==> src/rtl/weight_fetch_sequencer_pkg.sv <==
// Shared definitions for the weight fetch sequencer: state encoding,
// default widths and the legal read-latency range of the weight memory.
package weight_fetch_sequencer_pkg;

    localparam int ADDR_WIDTH_DEF          = 16;
    localparam int WORDS_WIDTH_DEF         = 4;
    localparam int COUNTER_ROUND_WIDTH_DEF = 3;

    localparam int MEM_LATENCY_MIN = 1;
    localparam int MEM_LATENCY_MAX = 3;

    typedef enum logic [2:0] {
        IDLE,
        FETCH,
        DRAIN,
        WAIT_NEXT,
        DONE
    } wfs_state_e;

    // The capture register only exists for 1..3 cycles of read latency.
    function automatic bit mem_latency_ok(input int latency);
        return (latency >= MEM_LATENCY_MIN) && (latency <= MEM_LATENCY_MAX);
    endfunction

endpackage

==> src/rtl/weight_fetch_sequencer_if.sv <==
// Bundle of the SA-controller and weight-memory side signals of the
// sequencer. The controller (master) issues jobs, the sequencer (slave)
// drives the memory address, read-load and the returned-word tags.
interface weight_fetch_sequencer_if
#(
    parameter int ADDR_WIDTH          = weight_fetch_sequencer_pkg::ADDR_WIDTH_DEF,
    parameter int WORDS_WIDTH         = weight_fetch_sequencer_pkg::WORDS_WIDTH_DEF,
    parameter int COUNTER_ROUND_WIDTH = weight_fetch_sequencer_pkg::COUNTER_ROUND_WIDTH_DEF
);

    logic                           start_i;
    logic                           abort_i;
    logic [ADDR_WIDTH-1:0]          base_addr_i;
    logic [WORDS_WIDTH-1:0]         words_per_round_i;
    logic [COUNTER_ROUND_WIDTH-1:0] max_round_i;
    logic                           next_round_i;

    logic [ADDR_WIDTH-1:0]          weight_addr_o;
    logic                           rd_weight_ld_o;
    logic                           weight_valid_o;
    logic [WORDS_WIDTH-1:0]         word_idx_o;
    logic [COUNTER_ROUND_WIDTH-1:0] round_o;
    logic                           round_loaded_o;
    logic                           busy_o;
    logic                           done_o;

    modport master (
        output start_i, abort_i, base_addr_i, words_per_round_i, max_round_i, next_round_i,
        input  weight_addr_o, rd_weight_ld_o, weight_valid_o, word_idx_o, round_o,
               round_loaded_o, busy_o, done_o
    );

    modport slave (
        input  start_i, abort_i, base_addr_i, words_per_round_i, max_round_i, next_round_i,
        output weight_addr_o, rd_weight_ld_o, weight_valid_o, word_idx_o, round_o,
               round_loaded_o, busy_o, done_o
    );

endinterface

==> src/rtl/weight_fetch_sequencer_valid_pipe.sv <==
// Shift register that follows each issued read through the memory latency,
// so the word index arrives together with the data in the capture register.
module weight_valid_pipe
    import weight_fetch_sequencer_pkg::*;
#(
    parameter int DEPTH     = 1,
    parameter int IDX_WIDTH = WORDS_WIDTH_DEF
)
(
    input  logic                 clk_i,
    input  logic                 rd_weight_rst,
    input  logic                 flush,
    input  logic                 in_valid,
    input  logic [IDX_WIDTH-1:0] in_idx,
    output logic                 out_valid,
    output logic [IDX_WIDTH-1:0] out_idx,
    output logic                 any_valid
);

    logic [DEPTH-1:0]                valid_q;
    logic [DEPTH-1:0][IDX_WIDTH-1:0] idx_q;

    // Shift {valid, idx} one stage per cycle; a flush drops every word in flight.
    always_ff @(posedge clk_i or posedge rd_weight_rst) begin
        if (rd_weight_rst) begin
            valid_q <= '0;
            idx_q   <= '0;
        end else if (flush) begin
            valid_q <= '0;
        end else begin
            valid_q[0] <= in_valid;
            idx_q[0]   <= in_idx;
            for (int i = 1; i < DEPTH; i++) begin
                valid_q[i] <= valid_q[i-1];
                idx_q[i]   <= idx_q[i-1];
            end
        end
    end

    assign out_valid = valid_q[DEPTH-1];
    assign out_idx   = idx_q[DEPTH-1];
    assign any_valid = |valid_q;

endmodule

==> src/rtl/weight_fetch_sequencer.sv <==
// Issues contiguous weight-memory reads, one run of words per round, for a
// programmed number of rounds, and tags each returned word with its index.
module weight_fetch_sequencer
    import weight_fetch_sequencer_pkg::*;
#(
    parameter int ADDR_WIDTH          = ADDR_WIDTH_DEF,
    parameter int WORDS_WIDTH         = WORDS_WIDTH_DEF,
    parameter int COUNTER_ROUND_WIDTH = COUNTER_ROUND_WIDTH_DEF,
    parameter int MEM_LATENCY         = 1
)
(
    input  logic                     clk_i,
    input  logic                     rd_weight_rst,
    weight_fetch_sequencer_if.slave  bus
);

    if (!mem_latency_ok(MEM_LATENCY)) begin : g_bad_mem_latency
        $error("weight_fetch_sequencer: MEM_LATENCY must be 1..3");
    end

    wfs_state_e                     state_q;
    wfs_state_e                     state_d;
    logic [ADDR_WIDTH-1:0]          addr_q;
    logic [WORDS_WIDTH-1:0]         word_cnt_q;
    logic [WORDS_WIDTH-1:0]         words_lat_q;
    logic [COUNTER_ROUND_WIDTH-1:0] max_round_lat_q;
    logic [COUNTER_ROUND_WIDTH-1:0] round_q;
    logic                           rd_ld;
    logic                           done;
    logic                           pipe_valid;
    logic [WORDS_WIDTH-1:0]         pipe_idx;
    logic                           pipe_busy;
    logic                           last_word;

    assign last_word = (word_cnt_q == words_lat_q - WORDS_WIDTH'(1));

    // State register.
    always_ff @(posedge clk_i or posedge rd_weight_rst) begin
        if (rd_weight_rst) begin
            state_q <= IDLE;
        end else begin
            state_q <= state_d;
        end
    end

    // Next state and read/done strobes; abort overrides everything, including a start in IDLE.
    always_comb begin
        state_d = state_q;
        rd_ld   = 1'b0;
        done    = 1'b0;
        if (bus.abort_i) begin
            state_d = IDLE;
        end else begin
            case (state_q)
                IDLE: begin
                    if (bus.start_i) begin
                        state_d = FETCH;
                    end
                end
                FETCH: begin
                    rd_ld = 1'b1;
                    if (last_word) begin
                        state_d = DRAIN;
                    end
                end
                DRAIN: begin
                    if (!pipe_busy) begin
                        state_d = (round_q == max_round_lat_q) ? DONE : WAIT_NEXT;
                    end
                end
                WAIT_NEXT: begin
                    if (bus.next_round_i) begin
                        state_d = FETCH;
                    end
                end
                DONE: begin
                    done    = 1'b1;
                    state_d = IDLE;
                end
                default: begin
                    state_d = IDLE;
                end
            endcase
        end
    end

    // Job configuration, read address, word counter and round index; the address is never rewound between rounds.
    always_ff @(posedge clk_i or posedge rd_weight_rst) begin
        if (rd_weight_rst) begin
            addr_q          <= '0;
            word_cnt_q      <= '0;
            words_lat_q     <= '0;
            max_round_lat_q <= '0;
            round_q         <= '0;
        end else if (!bus.abort_i) begin
            case (state_q)
                IDLE: begin
                    if (bus.start_i) begin
                        addr_q          <= bus.base_addr_i;
                        word_cnt_q      <= '0;
                        words_lat_q     <= (bus.words_per_round_i == '0) ? WORDS_WIDTH'(1)
                                                                         : bus.words_per_round_i;
                        max_round_lat_q <= bus.max_round_i;
                        round_q         <= '0;
                    end
                end
                FETCH: begin
                    addr_q     <= addr_q + ADDR_WIDTH'(1);
                    word_cnt_q <= word_cnt_q + WORDS_WIDTH'(1);
                end
                WAIT_NEXT: begin
                    if (bus.next_round_i) begin
                        round_q    <= round_q + COUNTER_ROUND_WIDTH'(1);
                        word_cnt_q <= '0;
                    end
                end
                default: begin
                end
            endcase
        end
    end

    weight_valid_pipe #(
        .DEPTH     (MEM_LATENCY),
        .IDX_WIDTH (WORDS_WIDTH)
    ) u_valid_pipe (
        .clk_i         (clk_i),
        .rd_weight_rst (rd_weight_rst),
        .flush         (bus.abort_i),
        .in_valid      (rd_ld),
        .in_idx        (word_cnt_q),
        .out_valid     (pipe_valid),
        .out_idx       (pipe_idx),
        .any_valid     (pipe_busy)
    );

    assign bus.weight_addr_o  = addr_q;
    assign bus.rd_weight_ld_o = rd_ld;
    assign bus.weight_valid_o = pipe_valid;
    assign bus.word_idx_o     = pipe_idx;
    assign bus.round_o        = round_q;
    assign bus.round_loaded_o = pipe_valid && (pipe_idx == words_lat_q - WORDS_WIDTH'(1));
    assign bus.busy_o         = (state_q != IDLE);
    assign bus.done_o         = done;

endmodule
==> src/flat_wrapper.sv <==
// flat-port wrapper written by rule: the top's interface ports become plain ports
module weight_fetch_sequencer_flat import weight_fetch_sequencer_pkg::*;
#(
    parameter int ADDR_WIDTH          = ADDR_WIDTH_DEF,
    parameter int WORDS_WIDTH         = WORDS_WIDTH_DEF,
    parameter int COUNTER_ROUND_WIDTH = COUNTER_ROUND_WIDTH_DEF,
    parameter int MEM_LATENCY         = 1
)
  (clk_i, rd_weight_rst, bus_start_i, bus_abort_i, bus_base_addr_i, bus_words_per_round_i, bus_max_round_i, bus_next_round_i, bus_weight_addr_o, bus_rd_weight_ld_o, bus_weight_valid_o, bus_word_idx_o, bus_round_o, bus_round_loaded_o, bus_busy_o, bus_done_o);
  weight_fetch_sequencer_if #(.ADDR_WIDTH(ADDR_WIDTH), .WORDS_WIDTH(WORDS_WIDTH), .COUNTER_ROUND_WIDTH(COUNTER_ROUND_WIDTH)) bus_i ();
  input  logic clk_i;
  input  logic rd_weight_rst;
  input wire logic [$bits(bus_i.start_i)-1:0] bus_start_i;
  input wire logic [$bits(bus_i.abort_i)-1:0] bus_abort_i;
  input wire logic [$bits(bus_i.base_addr_i)-1:0] bus_base_addr_i;
  input wire logic [$bits(bus_i.words_per_round_i)-1:0] bus_words_per_round_i;
  input wire logic [$bits(bus_i.max_round_i)-1:0] bus_max_round_i;
  input wire logic [$bits(bus_i.next_round_i)-1:0] bus_next_round_i;
  output wire logic [$bits(bus_i.weight_addr_o)-1:0] bus_weight_addr_o;
  output wire logic [$bits(bus_i.rd_weight_ld_o)-1:0] bus_rd_weight_ld_o;
  output wire logic [$bits(bus_i.weight_valid_o)-1:0] bus_weight_valid_o;
  output wire logic [$bits(bus_i.word_idx_o)-1:0] bus_word_idx_o;
  output wire logic [$bits(bus_i.round_o)-1:0] bus_round_o;
  output wire logic [$bits(bus_i.round_loaded_o)-1:0] bus_round_loaded_o;
  output wire logic [$bits(bus_i.busy_o)-1:0] bus_busy_o;
  output wire logic [$bits(bus_i.done_o)-1:0] bus_done_o;
  assign bus_i.start_i = bus_start_i;
  assign bus_i.abort_i = bus_abort_i;
  assign bus_i.base_addr_i = bus_base_addr_i;
  assign bus_i.words_per_round_i = bus_words_per_round_i;
  assign bus_i.max_round_i = bus_max_round_i;
  assign bus_i.next_round_i = bus_next_round_i;
  assign bus_weight_addr_o = bus_i.weight_addr_o;
  assign bus_rd_weight_ld_o = bus_i.rd_weight_ld_o;
  assign bus_weight_valid_o = bus_i.weight_valid_o;
  assign bus_word_idx_o = bus_i.word_idx_o;
  assign bus_round_o = bus_i.round_o;
  assign bus_round_loaded_o = bus_i.round_loaded_o;
  assign bus_busy_o = bus_i.busy_o;
  assign bus_done_o = bus_i.done_o;
  weight_fetch_sequencer #(.ADDR_WIDTH(ADDR_WIDTH), .WORDS_WIDTH(WORDS_WIDTH), .COUNTER_ROUND_WIDTH(COUNTER_ROUND_WIDTH), .MEM_LATENCY(MEM_LATENCY)) u_core (.clk_i(clk_i), .rd_weight_rst(rd_weight_rst), .bus(bus_i));
endmodule
==> config.mk <==
export PLATFORM = sky130hd
export DESIGN_NAME = weight_fetch_sequencer_flat
export DESIGN_NICKNAME = d
export VERILOG_FILES = /design/src/rtl/weight_fetch_sequencer_pkg.sv /design/src/rtl/weight_fetch_sequencer_if.sv /design/src/rtl/weight_fetch_sequencer_valid_pipe.sv /design/src/rtl/weight_fetch_sequencer.sv /design/src/flat_wrapper.sv
export SDC_FILE = /design/constraint.sdc
export NUM_CORES = 1
export LEC_CHECK = 0
export CORE_MARGIN = 2
export CORE_UTILIZATION = 30
export DETAILED_ROUTE_END_ITERATION = 12
export PLACE_DENSITY = 0.63
export SLEW_MARGIN = 40
export SYNTH_ARGS = -nofsm -noshare
export SYNTH_HDL_FRONTEND = slang
export SYNTH_HIERARCHICAL = 1
export SYNTH_SLANG_ARGS = --single-unit
==> constraint.sdc <==
create_clock -name clk_i -period 2.6 [get_ports clk_i]
set_clock_uncertainty 0.05 [all_clocks]
set_input_delay 0.52 -clock clk_i [delete_from_list [all_inputs] [get_ports clk_i]]
set_output_delay 0.52 -clock clk_i [all_outputs]
set_load 0.02 [all_outputs]
==> results.md, run 1 <==
* Run status: finished clean
* Initial antenna violation count at 0
* GR Overflow Total at 0
* FILL cells at 745
* FF+latch count, synth at 38
* RSZ-0062 raised after global routing: false
* Wire per inst at 15.50 um
* Clock Tree Root: clkbuf_8
* Synthesized area per cell at 9.368 sq um
* CTS tree: yes
* Simple-gate share of the synthesized area at 23.18%
* Mux cell area share after synthesis at 5.408%
* Core Box Area at 0.007292 sq mm
* Reg area at 952.2 sq um
* CTS Buf Count at 5
* Synth Instances at 242
* Worst Tran Pin Value at 0.5853 ns
* Post-route clock period utilization at 92.32%
* Most used DFF post-synth: dfrtp_1
* Max Root-Sink Buffers at 2
* Nets at 335
* Power density over cell area at 1096 mW/mm^2
* Unique masters post-synth at 51
* DR pass1 iterations at 4
* Register-to-Register Path Depth at 4
* Gate power share at 49.4%
* Max-cap violation count at 0
* Sequential cell area fraction in the yosys report at 41.94%
* Crit path DAT at 1.83 ns
* Final WS setup at 0.1996 ns
* Post-synth EDFFs at 0
* Hold Crit Class: in -> async
* Via count of the first global-routing pass at 2152
* All-Layer GR Usage at 15.60%
* Clock power frac at 15.6%
* Clock period minus worst slack at 2.400 ns
* Die W at 90.93 um
* Largest net degree at the start of global routing at 34
* Cell Area, Synth at 0.002267 sq mm
* Final setup violating endpoints at 0
* Htree depth at 2
* PortBufs at 55
* Die footprint at 0.008268 sq mm
* Slew Viols, Final at 0
* Psw at 1.438 mW
* Rel. slew slack at 60.98%
* Wire length of the first global-routing pass at 10400 um
* CP startpoint kind: flip-flop
* Io pins at 56
* Critical Path Fanout Max at 4
* Most frequent cells in the layout: clkdlybuf4s50_1, dfrtp_1, o21ai_0, a21oi_1, nand2_1
* Drt drc at 0
* 1st-iter DRT viols at 163
* Final Instance Count excl. Fillers at 402
* Synth Area in Adders at 2.208%
* Hold Violations, Final at 0
* Sum Neg Setup Slack at 0 ns
* Syn nets at 274
* Final ANT Viol Nets at 0
* Clk Latency, worst-skew pair at 0.30 ns
* Cell Int Power at 1.953 mW
* Peak supply drop at 0.5239 mV
* CTS Sinks at 38
* WS Path Type: reg -> out
* Area used by multi-input combinational logic at 0.001239 sq mm
* Post-DP HPWL at 4457 um
* Required @ worst endpoint at 2.03 ns
* ANT cells at 0
* Commonest non-fill, non-tap cell in the layout: clkdlybuf4s50_1
* Pleak at 1.276 nW
* Pre-CTS WS at 0.03915 ns
* Sw Ratio at 42.42%
* Critical path capture point type: primary output
* Clk slew on worst S/H paths at 0.08 ns
* Share of post-route cells with drive strength above 1 at 13.20%
* Area added between synthesis and finish at 36.48%
* Fmax at 0.4166 GHz
* Vias per Instance at 5.299
* Synth Area in Compound Gates at 17.88%
* Placed cells at 395
* Async S/R FF share, synth at 100.0%
* Hold_buf cts at 0
* Ys Warns at 6
* Row count at 31
* Total Wirelength at 6229 um
* Xor-xnor portion of the synthesized cell area at 5.629%
* DIE HEIGHT at 90.93 um
* Placer Congestion at 0.7603
* Largest family of logic cells by synthesized area: simple AND/OR/NAND/NOR gates
* Sequential share of power at 34.9%
* Vias at 2130
* Initial Util at 31.09%
==> final timing paths <==
path | start | to | slack [ns]
worst max-delay path | u_core/words_lat_q[0]$_DFFE_PP0P_ | bus_round_loaded_o | 0.20
worst min-delay path | rd_weight_rst | u_core/u_valid_pipe/out_idx[2]$_DFFE_PP0N_ | 0.39
worst max register to register | u_core/state_q[0]$_DFFE_PP0P_ | u_core/bus.weight_addr_o[10]$_DFFE_PP0P_ | 0.61
worst min register to register | u_core/max_round_lat_q[2]$_DFFE_PP0P_ | u_core/max_round_lat_q[2]$_DFFE_PP0P_ | 0.49
max in group asynchronous | rd_weight_rst | u_core/state_q[0]$_DFFE_PP0P_ | 1.57
min in group clk_i | u_core/max_round_lat_q[2]$_DFFE_PP0P_ | u_core/max_round_lat_q[2]$_DFFE_PP0P_ | 0.49
==> area by class of cell <==
type                       count  area share (%)
multi-input combinational    184           40.03
tap                           99           4.003
clock buffer                   6           2.669
sequential                    38           30.77
timing repair buffer          67           20.70
clock inverter                 1          0.9705
inverter                       7          0.8492
==> metal layers <==
metal	GRT usage [%]	vias up	share of wire, %
met5	0	-	0
met4	5.808	0	1.3
met3	4.066	8	6.6
met2	23.89	71	45
met1	21.17	1030	47
li1	-	1021	-
==> cell families (layout without fill, tap and decap cells) <==
logic type | Yosys count | in the layout
and+or+nand+nor | 92 | 92
AOI/OAI and AO/OA | 64 | 64
DFF | 38 | 38
buffers and inverters | 20 | 81
xor gates and xnor gates | 13 | 13
muxes | 11 | 11
adders and majority gates | 4 | 4
==> synth_stat cells (2+ instances only) <==
cell type   n  share of area, %
dfrtp_1    38                42
o21ai_0    19               4.2
a21oi_1    17               3.8
nand2_1    17               2.8
nand3_1    16               3.5
nor2_1     11               1.8
mux2_2     10               5.0
nor3_1      8               1.8
clkbuf_1    7               1.2
inv_1       7               1.2
xnor2_1     7               2.7
buf_2       5               1.1
nand4_1     5               1.4
o31ai_1     5               1.7
or4_1       5               1.7
xor2_1      5               1.9
a2bb2oi_1   4               1.5
a31oi_1     4               1.1
ha_1        4               2.2
nor4_1      4               1.1
or3_1       4               1.1
and2_1      3              0.83
nand2b_1    3              0.83
nor2b_1     3              0.83
o2111ai_1   2              0.77
o22ai_1     2              0.55
o2bb2ai_1   2              0.77
o41ai_1     2              0.77
==> power by group through the flow <==
stage	logic [mW]	registers, mW	clock network (mW)
after floorplan	0.918	1.26	0
final	1.68	1.18	0.531
after global routing	1.83	1.23	0.569
after detailed placement	1.67	1.19	0
after CTS	1.68	1.19	0.537
after global placement	1.63	1.19	0
==> worst max-delay path: stages (launching register included) <==
cell	delay, ns
dfrtp_1	0.43
inv_1	0.11
ha_1	0.20
xor2_2	0.22
xnor2_1	0.15
o2111ai_1	0.12
a21oi_1	0.12
clkbuf_2	0.18
==> sequential cells by signal, summed over array words and instances (netlist names) <==
name	count
u_core/bus.round_o	3
u_core/bus.weight_addr_o	16
u_core/max_round_lat_q	3
u_core/state_q	3
u_core/u_valid_pipe/any_valid	1
u_core/u_valid_pipe/out_idx	4
u_core/word_cnt_q	4
u_core/words_lat_q	4
==> timing repair <==
action | CTS | global route
setup buffers | 0 | 0
setup endpoints to repair | 1 | 3
gates resized for setup | 2 | 5
pin swaps | 0 | 0
==> per-stage QoR <==
| step | hold slack [ns] | total power [mW] | util (%) | instance area, sq um |
|---|---|---|---|---|
| CTS | 0.3905 | 3.405 | 42.40 | 3092 |
| global placement | 0.4598 | 2.816 | 40.77 | 2973 |
| global route | 0.3985 | 3.631 | 42.43 | 3094 |
| detailed placement | 0.4733 | 2.858 | 40.77 | 2973 |
| floorplan | 0.2485 | 2.180 | - | 2267 |
| finish | 0.3862 | 3.391 | 42.43 | 3094 |
(Power assumes the default switching activity.)
==> run 2: changes to the inputs <==
Settings changed: CELL_PAD_IN_SITES_DETAIL_PLACEMENT set to 0, CELL_PAD_IN_SITES_GLOBAL_PLACEMENT set to 2, PLACE_DENSITY 0.63 to 0.9.
==> run 2 against run 1 <==
Combinational power is essentially flat. Worst setup slack worse by 0.12 ns. Clock power is 4.9% lower. Clock-buffer cell count rose by 1. Critical path type is now in -> out. Cell area shrank 0.45%. Highest routed layer unchanged. Critical path depth down 2. Sequential share of layout area increased by 0.14 points. Routed wire length fell by 0.37%. Sequential cell count did not move.
==> results.md, run 2 (synthesis gave the netlist of run 1 again) <==
* Pleak at 1.235 nW (-3.2%)
* Clk Latency, worst-skew pair at 0.30 ns (about the same)
* PortBufs at 55 (unchanged)
* Final ANT Viol Nets at 0 (unchanged)
* ANT cells at 0 (unchanged)
* Worst Tran Pin Value at 0.5851 ns (-0.0002502 ns)
* Via count of the first global-routing pass at 2065 (-4.0%)
* Wire length of the first global-routing pass at 10440 um (+0.39%)
* Clock Tree Root: clkbuf_8
* Placer Congestion at 0.8101 (+6.6%)
* Clk slew on worst S/H paths at 0.07 ns (about the same)
* RSZ-0062 raised after global routing: false
* Vias at 2134 (+0.19%)
* Clock period minus worst slack at 2.523 ns (+0.1230 ns)
* Peak supply drop at 0.4466 mV (-15%)
* Register-to-Register Path Depth at 5 (+1)
* Crit path DAT at 1.95 ns (+0.12 ns)
* Final setup violating endpoints at 0 (unchanged)
* Initial antenna violation count at 0 (unchanged)
* Largest net degree at the start of global routing at 34 (unchanged)
* Vias per Instance at 5.308 (+0.19%)
* Power density over cell area at 1089 mW/mm^2 (-0.60%)
* FILL cells at 762 (+2.3%)
* DR pass1 iterations at 4 (unchanged)
* Rel. slew slack at 60.99% (about the same)
* Htree depth at 2 (unchanged)
* Most frequent cells in the layout: clkdlybuf4s50_1, dfrtp_1, o21ai_0, a21oi_1, nand2_1
* Drt drc at 0 (unchanged)
* GR Overflow Total at 0 (unchanged)
* CP startpoint kind: primary input
* Core Box Area at 0.007292 sq mm (unchanged)
* Hold Crit Class: in -> async
* Slew Viols, Final at 0 (unchanged)
* Placed instance area at 0.002978 sq mm (+0.17%)
* Commonest non-fill, non-tap cell in the layout: clkdlybuf4s50_1
* Io pins at 56 (unchanged)
* Post-route clock period utilization at 97.05% (+4.7 points)
* Power, Total at 3.356 mW (-1.0%)
* Postcts setup bufs at 0 (unchanged)
* Total Wirelength at 6206 um (-0.37%)
* Hold Violations, Final at 0 (unchanged)
* Share of post-route cells with drive strength above 1 at 12.21% (-0.99 points)
* Flop-to-flop setup slack at 0.44 ns (-0.17 ns)
* 1st-iter DRT viols at 132 (-19%)
* Nets at 334 (-0.30%)
* Area used by multi-input combinational logic at 0.001231 sq mm (-0.61%)
* CTS tree: yes
* Area added between synthesis and finish at 35.87%
* All-Layer GR Usage at 15.59% (about the same)
* Fmax at 0.3963 GHz (-4.9%)
* Max-cap violation count at 0 (unchanged)
* CTS Sinks at 38 (unchanged)
* Wire per inst at 15.44 um (-0.37%)
* DIE HEIGHT at 90.93 um (unchanged)
* Die W at 90.93 um (unchanged)
* WS Path Type: in -> out
* Post-DP HPWL at 4375 um (-1.8%)
* Sum Neg Setup Slack at 0 ns (unchanged)
* Critical path capture point type: primary output
* Reg area at 952.2 sq um (unchanged)
* Run status: finished clean
* Start of the worst register-to-register path: u_core/state_q[1]$_DFFE_PP0P_
* Initial Util at 31.09% (unchanged)
* Critical Path Fanout Max at 4 (unchanged)
* CTS Buf Count at 5 (unchanged)
* Required @ worst endpoint at 2.03 ns (about the same)
* Max FFs per register at 16 (unchanged)
* Die footprint at 0.008268 sq mm (unchanged)
* Final Cell Area at 0.003080 sq mm (-0.45%)
* FF-to-FF End: u_core/bus.weight_addr_o[7]$_DFFE_PP0P_
* Max Root-Sink Buffers at 2 (unchanged)
* Row count at 31 (unchanged)
## run 2: what timing repair did
action,CTS,global route
gates resized for setup,2,2
setup endpoints to repair,1,2
hold buffers,0,0
gates cloned,0,0
## run 2: area by class of cell
type | count | share of cell area (%)
Sequential cell | 38 | 30.91
Tap cell | 99 | 4.021
Clock inverter | 1 | 0.9748
Multi-Input combinational cell | 184 | 39.97
Clock buffer | 7 | 2.478
Timing Repair Buffer | 66 | 20.80
Inverter | 7 | 0.8530
## run 2: power breakdown
group          switching, mW  leakage [nW]  internal [mW]
clock                  0.217        0.0524          0.287
sequential             0.359         0.465          0.826
combinational          0.844         0.717          0.822
## run 2: worst max path at each step
stage / from / end / slack (ns) / cells past startpoint
5_1_grt: bus_abort_i / bus_rd_weight_ld_o / 0.02 / 5
3_3_place_gp: bus_abort_i / u_core/max_round_lat_q[1]$_DFFE_PP0P_ / 0.07 / 4
2_1_floorplan: u_core/words_lat_q[0]$_DFFE_PP0P_ / bus_round_loaded_o / 0.56 / 6
6_report: bus_abort_i / bus_rd_weight_ld_o / 0.08 / 5
4_1_cts: u_core/words_lat_q[0]$_DFFE_PP0P_ / bus_round_loaded_o / 0.006 / 7
3_5_place_dp: bus_abort_i / u_core/max_round_lat_q[0]$_DFFE_PP0P_ / 0.02 / 4
## run 2: critical path, cell delays in order
cell and delay [ns]:
clkdlybuf4s50_1 0.48, nor2_1 0.15, nand2_1 0.09, inv_1 0.10, clkdlybuf4s50_1 0.61
## run 2: per-stage QoR
| stage | utilization (%) | hold slack (ns) | worst slack [ns] | std cells |
|---|---|---|---|---|
| 6_report | 42.24 | 0.3997 | 0.07664 | 402 |
| 5_1_grt | 42.24 | 0.4177 | 0.01541 | 402 |
| 4_1_cts | 42.30 | 0.3939 | 0.005527 | 402 |
| 3_5_place_dp | 40.84 | 0.4660 | 0.01873 | 394 |
| 3_3_place_gp | 40.84 | 0.4600 | 0.06586 | 394 |
| 2_1_floorplan | - | 0.2485 | 0.5558 | 242 |
## run 2: metal layers
layer / vias to the layer above / global-route usage, % / share of wire (%)
li1: 1018 / - / -
met1: 1029 / 21.29 / 47
met2: 78 / 24.44 / 46
met3: 9 / 3.402 / 5.9
met4: 0 / 5.303 / 1.5
met5: - / 0 / 0
